===== config.mk =====
export PLATFORM = sky130hd
export DESIGN_NAME = pkt_router_mc_flat
export DESIGN_NICKNAME = d
export VERILOG_FILES = /design/src/rtl/pkt_router_mc_pkg.sv /design/src/rtl/pkt_router_mc_if.sv /design/src/rtl/pkt_router_mc_match.sv /design/src/rtl/pkt_router_mc.sv /design/src/flat_wrapper.sv
export SDC_FILE = /design/constraint.sdc
export NUM_CORES = 1
export LEC_CHECK = 0
export ABC_AREA = 1
export BUFFER_PORTS_ARGS = -buffer_cell sky130_fd_sc_hd__buf_2
export CORE_AREA = 2 2 739 741
export DETAILED_ROUTE_END_ITERATION = 8
export DIE_AREA = 0 0 741 743
export SLEW_MARGIN = 40
export SYNTH_ARGS = -nofsm -noshare
export SYNTH_HDL_FRONTEND = slang
export SYNTH_SLANG_ARGS = --single-unit

===== constraint.sdc =====
create_clock -name clk_tb -period 4.2 [get_ports clk_tb]
set_input_delay 0.42 -clock clk_tb [delete_from_list [all_inputs] [get_ports clk_tb]]
set_output_delay 0.42 -clock clk_tb [all_outputs]
set_load 0.02 [all_outputs]

===== src/rtl/pkt_router_mc_pkg.sv =====
`default_nettype none
// ============================================================================
//  Module   : spif_router_pkg
//  Purpose  : Shared constants and FSM state type for the multicast router.
//  Revision : 1.0 - initial release
// ============================================================================
package spif_router_pkg;

    localparam int KEY_BITS     = 32;
    localparam int PACKET_BITS  = 72;
    localparam int KEY_LSB      = 8;
    localparam int NUM_RREGS    = 16;
    localparam int NUM_CHANNELS = 8;

    typedef enum logic [1:0] {
        IDLE  = 2'd0,
        MATCH = 2'd1,
        SEND  = 2'd2
    } state_t;

endpackage
`default_nettype wire


===== src/rtl/pkt_router_mc_if.sv =====
`default_nettype none
// ============================================================================
//  Module   : pkt_router_mc_if
//  Purpose  : Packet ingress handshake plus per-channel egress handshakes.
//             slave = router side, master = assembler / FIFO side.
//  Revision : 1.0 - initial release
// ============================================================================
interface pkt_router_mc_if #(
    parameter int PACKET_BITS  = spif_router_pkg::PACKET_BITS,
    parameter int NUM_CHANNELS = spif_router_pkg::NUM_CHANNELS
);
    logic [PACKET_BITS-1:0]                   pkt_in_data_in;
    logic                                     pkt_in_vld_in;
    logic                                     pkt_in_rdy_out;
    logic [NUM_CHANNELS-1:0][PACKET_BITS-1:0] pkt_out_data_out;
    logic [NUM_CHANNELS-1:0]                  pkt_out_vld_out;
    logic [NUM_CHANNELS-1:0]                  pkt_out_rdy_in;

    modport slave (
        input  pkt_in_data_in, pkt_in_vld_in, pkt_out_rdy_in,
        output pkt_in_rdy_out, pkt_out_data_out, pkt_out_vld_out
    );

    modport master (
        output pkt_in_data_in, pkt_in_vld_in, pkt_out_rdy_in,
        input  pkt_in_rdy_out, pkt_out_data_out, pkt_out_vld_out
    );
endinterface
`default_nettype wire


===== src/rtl/pkt_router_mc_match.sv =====
`default_nettype none
// ============================================================================
//  Module   : pkt_router_mc_match
//  Purpose  : Combinational priority matcher; entry 0 has highest priority.
//  Revision : 1.0 - initial release
// ============================================================================
module pkt_router_mc_match
    import spif_router_pkg::*;
#(
    parameter int NUM_RREGS    = spif_router_pkg::NUM_RREGS,
    parameter int NUM_CHANNELS = spif_router_pkg::NUM_CHANNELS
) (
    input  logic [KEY_BITS-1:0]                  i_key,
    input  logic [NUM_RREGS-1:0][KEY_BITS-1:0]   i_reg_key,
    input  logic [NUM_RREGS-1:0][KEY_BITS-1:0]   i_reg_mask,
    input  logic [NUM_RREGS-1:0][NUM_CHANNELS-1:0] i_reg_route,
    output logic                                 o_hit,
    output logic [NUM_CHANNELS-1:0]              o_route
);

    // Scan from the lowest-priority entry upward so the lowest index hit wins.
    always_comb begin
        o_hit   = 1'b0;
        o_route = '0;
        for (int i = NUM_RREGS - 1; i >= 0; i--) begin
            if ((i_key & i_reg_mask[i]) == i_reg_key[i]) begin
                o_hit   = 1'b1;
                o_route = i_reg_route[i];
            end
        end
    end

endmodule
`default_nettype wire


===== src/rtl/pkt_router_mc.sv =====
`default_nettype none
// ============================================================================
//  Module   : pkt_router_mc
//  Purpose  : Multicast packet router. Matches the packet key against a
//             priority routing table and offers one copy to every channel in
//             the winning route vector; stalled channels are dropped after
//             drop_wait_in SEND cycles (0 = wait forever).
//  Options  : PKT_ROUTER_MC_DROP_CNT_EN - enables the drop counter; when
//             undefined drp_cnt_out is tied to zero.
//  Revision : 1.0 - initial release
// ============================================================================
module pkt_router_mc
    import spif_router_pkg::*;
#(
    parameter int PACKET_BITS  = spif_router_pkg::PACKET_BITS,
    parameter int KEY_LSB      = spif_router_pkg::KEY_LSB,
    parameter int NUM_RREGS    = spif_router_pkg::NUM_RREGS,
    parameter int NUM_CHANNELS = spif_router_pkg::NUM_CHANNELS
) (
    input  logic                                   clk_tb,
    input  logic                                   reset_tb,
    input  logic [31:0]                            drop_wait_in,
    input  logic [NUM_RREGS-1:0][KEY_BITS-1:0]     reg_key_in,
    input  logic [NUM_RREGS-1:0][KEY_BITS-1:0]     reg_mask_in,
    input  logic [NUM_RREGS-1:0][NUM_CHANNELS-1:0] reg_route_in,
    pkt_router_mc_if.slave                         bus,
    output logic [31:0]                            rt_cnt_out,
    output logic [31:0]                            drp_cnt_out
);

    state_t                  r_state;
    state_t                  w_state_nxt;
    logic [PACKET_BITS-1:0]  r_pkt;
    logic [NUM_CHANNELS-1:0] r_pending;
    logic [31:0]             r_timer;
    logic [31:0]             r_rt_cnt;
    logic                    w_hit;
    logic [NUM_CHANNELS-1:0] w_route;
    logic [NUM_CHANNELS-1:0] w_pending_after;
    logic                    w_all_done;
    logic                    w_timeout;

    pkt_router_mc_match #(
        .NUM_RREGS    (NUM_RREGS),
        .NUM_CHANNELS (NUM_CHANNELS)
    ) u_match (
        .i_key       (r_pkt[KEY_LSB +: KEY_BITS]),
        .i_reg_key   (reg_key_in),
        .i_reg_mask  (reg_mask_in),
        .i_reg_route (reg_route_in),
        .o_hit       (w_hit),
        .o_route     (w_route)
    );

    // Pending is only nonzero in SEND, so it doubles as the valid vector.
    assign bus.pkt_in_rdy_out  = (r_state == IDLE);
    assign bus.pkt_out_vld_out = r_pending;

    generate
        for (genvar c = 0; c < NUM_CHANNELS; c++) begin : g_chan
            assign bus.pkt_out_data_out[c] = r_pkt;
        end
    endgenerate

    // Channels still owed a copy once this cycle's handshakes are applied.
    assign w_pending_after = r_pending & ~bus.pkt_out_rdy_in;
    assign w_all_done      = (w_pending_after == '0);
    assign w_timeout       = (drop_wait_in != 32'd0) &&
                             (r_timer == drop_wait_in - 32'd1) && !w_all_done;

    // State register.
    always_ff @(posedge clk_tb or posedge reset_tb) begin
        if (reset_tb) r_state <= IDLE;
        else          r_state <= w_state_nxt;
    end

    // Next-state decode.
    always_comb begin
        w_state_nxt = r_state;
        case (r_state)
            IDLE:    if (bus.pkt_in_vld_in) w_state_nxt = MATCH;
            MATCH:   w_state_nxt = (w_hit && (w_route != '0)) ? SEND : IDLE;
            SEND:    if (w_all_done || w_timeout) w_state_nxt = IDLE;
            default: w_state_nxt = IDLE;
        endcase
    end

    // Packet latch, pending vector, SEND timer and routed counter.
    always_ff @(posedge clk_tb or posedge reset_tb) begin
        if (reset_tb) begin
            r_pkt     <= '0;
            r_pending <= '0;
            r_timer   <= '0;
            r_rt_cnt  <= '0;
        end else begin
            case (r_state)
                IDLE: begin
                    if (bus.pkt_in_vld_in) r_pkt <= bus.pkt_in_data_in;
                end
                MATCH: begin
                    r_pending <= w_hit ? w_route : '0;
                    r_timer   <= '0;
                end
                SEND: begin
                    r_pending <= w_timeout ? '0 : w_pending_after;
                    r_timer   <= r_timer + 32'd1;
                    if (w_all_done) r_rt_cnt <= r_rt_cnt + 32'd1;
                end
                default: r_pending <= '0;
            endcase
        end
    end

    assign rt_cnt_out = r_rt_cnt;

`ifdef PKT_ROUTER_MC_DROP_CNT_EN
    logic [31:0] r_drp_cnt;
    logic        w_drop;

    assign w_drop = ((r_state == MATCH) && !(w_hit && (w_route != '0))) ||
                    ((r_state == SEND) && w_timeout);

    // Count no-match, zero-route and timeout drops.
    always_ff @(posedge clk_tb or posedge reset_tb) begin
        if (reset_tb)    r_drp_cnt <= '0;
        else if (w_drop) r_drp_cnt <= r_drp_cnt + 32'd1;
    end

    assign drp_cnt_out = r_drp_cnt;
`else
    assign drp_cnt_out = 32'd0;
`endif

endmodule
`default_nettype wire

===== src/flat_wrapper.sv =====
// flat-port wrapper written by rule: the top's interface ports become plain ports
module pkt_router_mc_flat import spif_router_pkg::*;
#(
    parameter int PACKET_BITS  = spif_router_pkg::PACKET_BITS,
    parameter int KEY_LSB      = spif_router_pkg::KEY_LSB,
    parameter int NUM_RREGS    = spif_router_pkg::NUM_RREGS,
    parameter int NUM_CHANNELS = spif_router_pkg::NUM_CHANNELS
)
  (clk_tb, reset_tb, drop_wait_in, reg_key_in, reg_mask_in, reg_route_in, rt_cnt_out, drp_cnt_out, bus_pkt_in_data_in, bus_pkt_in_vld_in, bus_pkt_out_rdy_in, bus_pkt_in_rdy_out, bus_pkt_out_data_out, bus_pkt_out_vld_out);
  pkt_router_mc_if #(.PACKET_BITS(PACKET_BITS), .NUM_CHANNELS(NUM_CHANNELS)) bus_i ();
  input  logic clk_tb;
  input  logic reset_tb;
  input  logic [31:0] drop_wait_in;
  input  logic [NUM_RREGS-1:0][KEY_BITS-1:0] reg_key_in;
  input  logic [NUM_RREGS-1:0][KEY_BITS-1:0] reg_mask_in;
  input  logic [NUM_RREGS-1:0][NUM_CHANNELS-1:0] reg_route_in;
  output logic [31:0] rt_cnt_out;
  output logic [31:0] drp_cnt_out;
  input wire logic [$bits(bus_i.pkt_in_data_in)-1:0] bus_pkt_in_data_in;
  input wire logic [$bits(bus_i.pkt_in_vld_in)-1:0] bus_pkt_in_vld_in;
  input wire logic [$bits(bus_i.pkt_out_rdy_in)-1:0] bus_pkt_out_rdy_in;
  output wire logic [$bits(bus_i.pkt_in_rdy_out)-1:0] bus_pkt_in_rdy_out;
  output wire logic [$bits(bus_i.pkt_out_data_out)-1:0] bus_pkt_out_data_out;
  output wire logic [$bits(bus_i.pkt_out_vld_out)-1:0] bus_pkt_out_vld_out;
  assign bus_i.pkt_in_data_in = bus_pkt_in_data_in;
  assign bus_i.pkt_in_vld_in = bus_pkt_in_vld_in;
  assign bus_i.pkt_out_rdy_in = bus_pkt_out_rdy_in;
  assign bus_pkt_in_rdy_out = bus_i.pkt_in_rdy_out;
  assign bus_pkt_out_data_out = bus_i.pkt_out_data_out;
  assign bus_pkt_out_vld_out = bus_i.pkt_out_vld_out;
  pkt_router_mc #(.PACKET_BITS(PACKET_BITS), .KEY_LSB(KEY_LSB), .NUM_RREGS(NUM_RREGS), .NUM_CHANNELS(NUM_CHANNELS)) u_core (.clk_tb(clk_tb), .reset_tb(reset_tb), .drop_wait_in(drop_wait_in), .reg_key_in(reg_key_in), .reg_mask_in(reg_mask_in), .reg_route_in(reg_route_in), .bus(bus_i), .rt_cnt_out(rt_cnt_out), .drp_cnt_out(drp_cnt_out));
endmodule

# [Yosys cells after proc, flatten, opt, wreduce, memory -nomap -nowiden]
# Index checks and enable logic that the tools add are counted.
[totals] ff_bits=146 inputBits=1267 wordCells=100
[op_classes] addsub=3 n_eq_ne=21 mux=40 bitwise_logic=18 reduce_logical=13
[ops] cell="$eq 32x32->1" n=17
[ops] cell="$and 32x32->32" n=16
[ops] cell="$mux 8" n=18
[ops] cell="$add 32x1->32 const B" n=2
[ops] cell="$pmux 32 s2" n=1
[ops] cell="$reduce_bool 32->1" n=1
[ops] cell="$sub 32x1->32 const B" n=1
[ops] cell="$pmux 8 s3" n=1
[ops] cell="$mux 1" n=16
[ops] cell="$and 8x8->8" n=1
[ops] cell="$logic_not 8->1" n=1
[ops] cell="$not 8->8" n=1
[ops] cell="$reduce_bool 8->1" n=1
[ops] cell="$mux 2" n=3
[ops] cell="$pmux 2 s3" n=1
[ops] cell="$reduce_and 2->1" n=3
[ops] cell="$logic_and 1x1->1" n=3
[ops] cell="$eq 2x1->1 const B" n=1
[ops] cell="$eq 2x2->1 const B" n=1
[ops] cell="$logic_not 2->1" n=1
[ops] cell="$ne 2x1->1 const B" n=1
[ops] cell="$ne 2x2->1 const B" n=1
[ops] cell="$reduce_bool 2->1" n=1
[ops] cell="$logic_not 1->1" n=1
[ops] cell="$logic_or 1x1->1" n=1

# [Longest topological paths before layout]
[depth] depth_word=22 mapped_depth=31

# [By module]
# From an unflattened synthesis, not the netlist that was laid out.
[unflattened] cells_unflattened=3886 area_unflattened_um2=24197.0
[by_module_without_submodules] module="pkt_router_mc" instances=1 cells_per_inst=1707 area_each_um2=12558.3 seq_area_each_um2=3653.5
[by_module_without_submodules] module="pkt_router_mc_match" instances=1 cells_per_inst=2179 area_each_um2=11638.7 seq_area_each_um2=0.0

# [Worst setup path after synthesis]
# OpenSTA, ideal clock, no wires.
[synth_path] path_type="register -> register" start="reg u_core.r_pkt[10]" end="reg u_core.r_state[1]" arrival_time_ns=2.658 required_time_ns=4.083 slack_ns=1.425 path_stages_with_launch=19 n_path_buf=3 synth_period_minus_slack_ns=2.775 path_cell_list="dfrtp_1 buf_2 buf_2 nand2_1 xnor2_1 nor4_1 nand3_1 nor2_1 nand2_1 clkbuf_1 or2_0 o21ai_0 a21oi_1 a21oi_1 nand4_1 nor2_1 nand2_1 nand2_1 nand2_1"
[synth_via] elab_chain_len=22 elab_cells_between_ends=68
[synth_rtl] item="from (decl)" line="pkt_router_mc.sv:33" text="logic [PACKET_BITS-1:0] r_pkt;"
[synth_rtl] item="from (signal assigned)" line="pkt_router_mc.sv:98" text="if (bus.pkt_in_vld_in) r_pkt <= bus.pkt_in_data_in;"
[synth_rtl] item="$and 32x32->32" line="pkt_router_mc_match.sv:26" text="if ((i_key & i_reg_mask[i]) == i_reg_key[i]) begin"
[synth_rtl] item="$eq 32x32->1" line="pkt_router_mc_match.sv:26"
[synth_rtl] item="$mux 8 (16 in series)" line="pkt_router_mc_match.sv:26"
[synth_rtl] item="$reduce_bool 8->1" line="pkt_router_mc.sv:82" text="MATCH: w_state_nxt = (w_hit && (w_route != '0)) ? SEND : IDLE;"
[synth_rtl] item="$logic_and 1x1->1 (*)" line="pkt_router_mc.sv:82"
[synth_rtl] item="$mux 2 (*)" line="pkt_router_mc.sv:82"
[synth_rtl] item="$pmux 2 s3 (*)" line="pkt_router_mc.sv:80" text="case (r_state)"
[synth_rtl] item="to (signal assigned)" line="pkt_router_mc.sv:74" text="else r_state <= w_state_nxt;"
[synth_rtl] item="to (decl)" line="pkt_router_mc.sv:31" text="state_t r_state;"
# Mark *: on every way between the ends. The rest lies on a longest branch, timed or not.
# A chain may end at the register's enable or synchronous reset.

# [Final worst setup path]
[layout_path] start="reg u_core.r_pkt[12]" end="reg u_core.r_state[1]"
# The elaborated chain is that of the path after synthesis.

==> results.md <==
* Critical path fanouts, max at 6
* EDFF count, synth at 0
* Max_cap viols at 0
* Worst-Skew Late Latency at roughly 0.59 ns
* Post-Layout Cell Count at roughly 12000
* Gr usage total at 0.146
* Global placement routability congestion at 1.01
* Clock sinks at approximately 150
* Post-Syn Area at about 22000 µm²
* Status: finished, final reports clean
* Most used cell, CP: nand2_1
* Layout area overhead at 86.7%
* Seq cells post-synth at around 150
* Setup violators final at 0
* Top cell type's share of synthesized area at 0.188
* Clock-pin slew on the worst setup and hold paths at around 0.090 ns
* Register area share after synthesis at 0.167
* CTS tree: done
* Yosys cell types at 50
* Total CTS buffers at 21
* Die area at roughly 550000 µm²
* Top_reg_cell synth: dfrtp_1
* Antenna violations before repair at 574
* Pre-Repair DR Iteration Count at 6
* Crit path time final at between 3 and 4 ns
* Die X at ~740 µm
* Hold Crit Class: in -> reg
* Worst path required time at between 4 and 5 ns
* Placed Cells at 12098
* CTS Root Cell: clkbuf_16
* Gr ovfl total at 0
* Most frequent cells in the layout: buf_2 (1883), nand2_1 (989), nor2_1 (237)
* Post-DR vias/cell at about 2.6
* Actual slew at the worst max-slew pin at just over 0.8 ns
* Worst EP arrival at 4.48 ns
* Initial Util at 0.0403
* Utilization after layout at 0.0752
* DRT iter0 DRCs at 3115
* Buffers & Inverters on Critical Path at 5
* Post-route DRC violation count at 0
* Layout cells sized above 1 at 0.485
* Final WL at 420 mm
* Relative slew slack at 0.447
* Final hold violations at 0
* Fmax at about 250 MHz
* Critical Path Source Type: register
* Slowest-stage cell, CP: dfrtp_4
* CP Capture Type: register
* Chip Height at about 740 µm
* Mean area per synthesized cell at about 6.6 µm²
* Rows at roughly 270
* Commonest non-fill, non-tap cell in the layout: buf_2
* Largest delay contributor family on the critical path: simple AND/OR/NAND/NOR gates
* Largest net degree at the start of global routing at 80
* Lkg Pwr at roughly 18 nW
* Placeable Area at around 540000 µm²
* HPWL Detailed at just under 400 mm
* Clock Tree Buf Depth at 3
* Vias in the first global route at 28590
* Fin crit share at 0.951
* Yosys warning total at 0
* Final slew viol count at 0
* Nets at 6221
* Antenna viol nets, final at 0
* P per Cell Area at ~570 nW/µm²
* DR vias at 32355
* Synth area leader: buf_4
* DR WL/cell at between 30 and 40 µm
* Peak VDD IR at 346 µV
* I/O pins at approximately 1900
* Design Power at ~23 mW
* First-pass GRT wire length at between 400 and 500 mm
* Largest stage delay on the critical path at between 0.4 and 0.5 ns
* I/O Buffers at about 1900
* Fin Setup TNS at 0 ns
* Post-synth ARST share at 1.00
* Crit path kind: reg -> reg
* Final Skew at 0.0455 ns
* Synth area leaders: buf_4 (19%), nand2_1 (18%), dfrtp_1 (17%)
* Post-Synthesis Cells at between 3000 and 4000
* H-Tree Depth at 4
==> kinds of logic after synthesis <==
group,after synthesis,share of synthesized area
compound gates,134,0.0339
xor+xnor,470,0.188
fa+ha+maj,6,0.00343
buf+inv,830,0.240
flops,146,0.167
mux,72,0.0371
other cells,1,0.000171
simple gates,1680,0.331
==> metrics by stage <==
step | area [µm²] | setup WS, ns | hold slack, ns
3_5_place_dp | 38600 | -0.741 | 0.483
4_1_cts | 39800 | -0.0408 | 0.000860
6_report | 40800 | 0.208 | 0.0983
5_1_grt | 40300 | -0.00106 | 0.0268
2_1_floorplan | 22000 | 1.43 | 0.474
3_3_place_gp | 38500 | -1.02 | 0.461
==> sequential cells by signal, summed over array words and instances, names as in the netlist <==
| register | count |
|---|---|
| u_core.rt_cnt_out | 32 |
| u_core.bus.pkt_out_vld_out | 8 |
| u_core.r_pkt | 72 |
| u_core.r_timer | 32 |
| u_core.r_state | 2 |
==> timing repair <==
| item | 4_1_cts | 5_1_grt |
|---|---|---|
| hold endpoints to repair | 56 | 0 |
| pin swaps | 5 | 12 |
| gates resized for setup | 24 | 47 |
| setup buffers | 6 | 10 |
| hold buffers | 45 | 0 |
| cloned | 0 | 1 |
| endpoints found under the setup margin | 9 | 9 |
==> cells in the mapped netlist (all sizes together) (33+ instances only) <==
| master | n |
|---|---|
| o21ai | 56 |
| nor2 | 256 |
| nand3 | 136 |
| buf | 605 |
| nand2 | 1023 |
| mux2 | 72 |
| a21oi | 49 |
| dfrtp | 146 |
| nor4 | 33 |
| inv | 210 |
| nor3 | 77 |
| xor2 | 237 |
| xnor2 | 233 |
| or2 | 60 |
| nand4 | 61 |
==> per-layer routing <==
metal / GRT usage / vias up / routed length [µm]
met5: 0 / - / 2140
met1: 0.185 / 14767 / 176000
met4: 0.0395 / 314 / 15600
met3: 0.0647 / 936 / 50500
li1: - / 13484 / -
met2: 0.221 / 2854 / 176000
==> final cells by class <==
class                   count  area, µm²
diodes                    299        748
clock buffers              23        533
clock inverters            10        138
fillers                 64380     502000
inverters                 211        796
multi-input cells        2394      13300
flip-flops and latches    146       3750
well taps                7234       9050
repair buffers           2174      12500
==> power by group <==
part | switching (mW) | internal (mW) | total (mW)
Sequential | 1.58 | 1.83 | 3.41
Combinational | 12.6 | 5.12 | 17.8
Clock | 1.07 | 1.11 | 2.19
==> path summary, 6_finish.rpt <==
kind,start,end,slack [ns],depth (start not counted)
setup / recovery,u_core.r_pkt[12],u_core.r_state[1],0.21,25
hold / removal,bus_pkt_in_data_in[64],u_core.r_pkt[64],0.1,2
setup reg to reg,u_core.r_pkt[12],u_core.r_state[1],0.21,25
hold reg to reg,u_core.rt_cnt_out[31],u_core.rt_cnt_out[31],0.48,1
max in group asynchronous,reset_tb,u_core.rt_cnt_out[31],2.64,4
min in group asynchronous,reset_tb,u_core.r_pkt[1],0.52,3
Note: power is estimated with default switching activity, not from simulation.
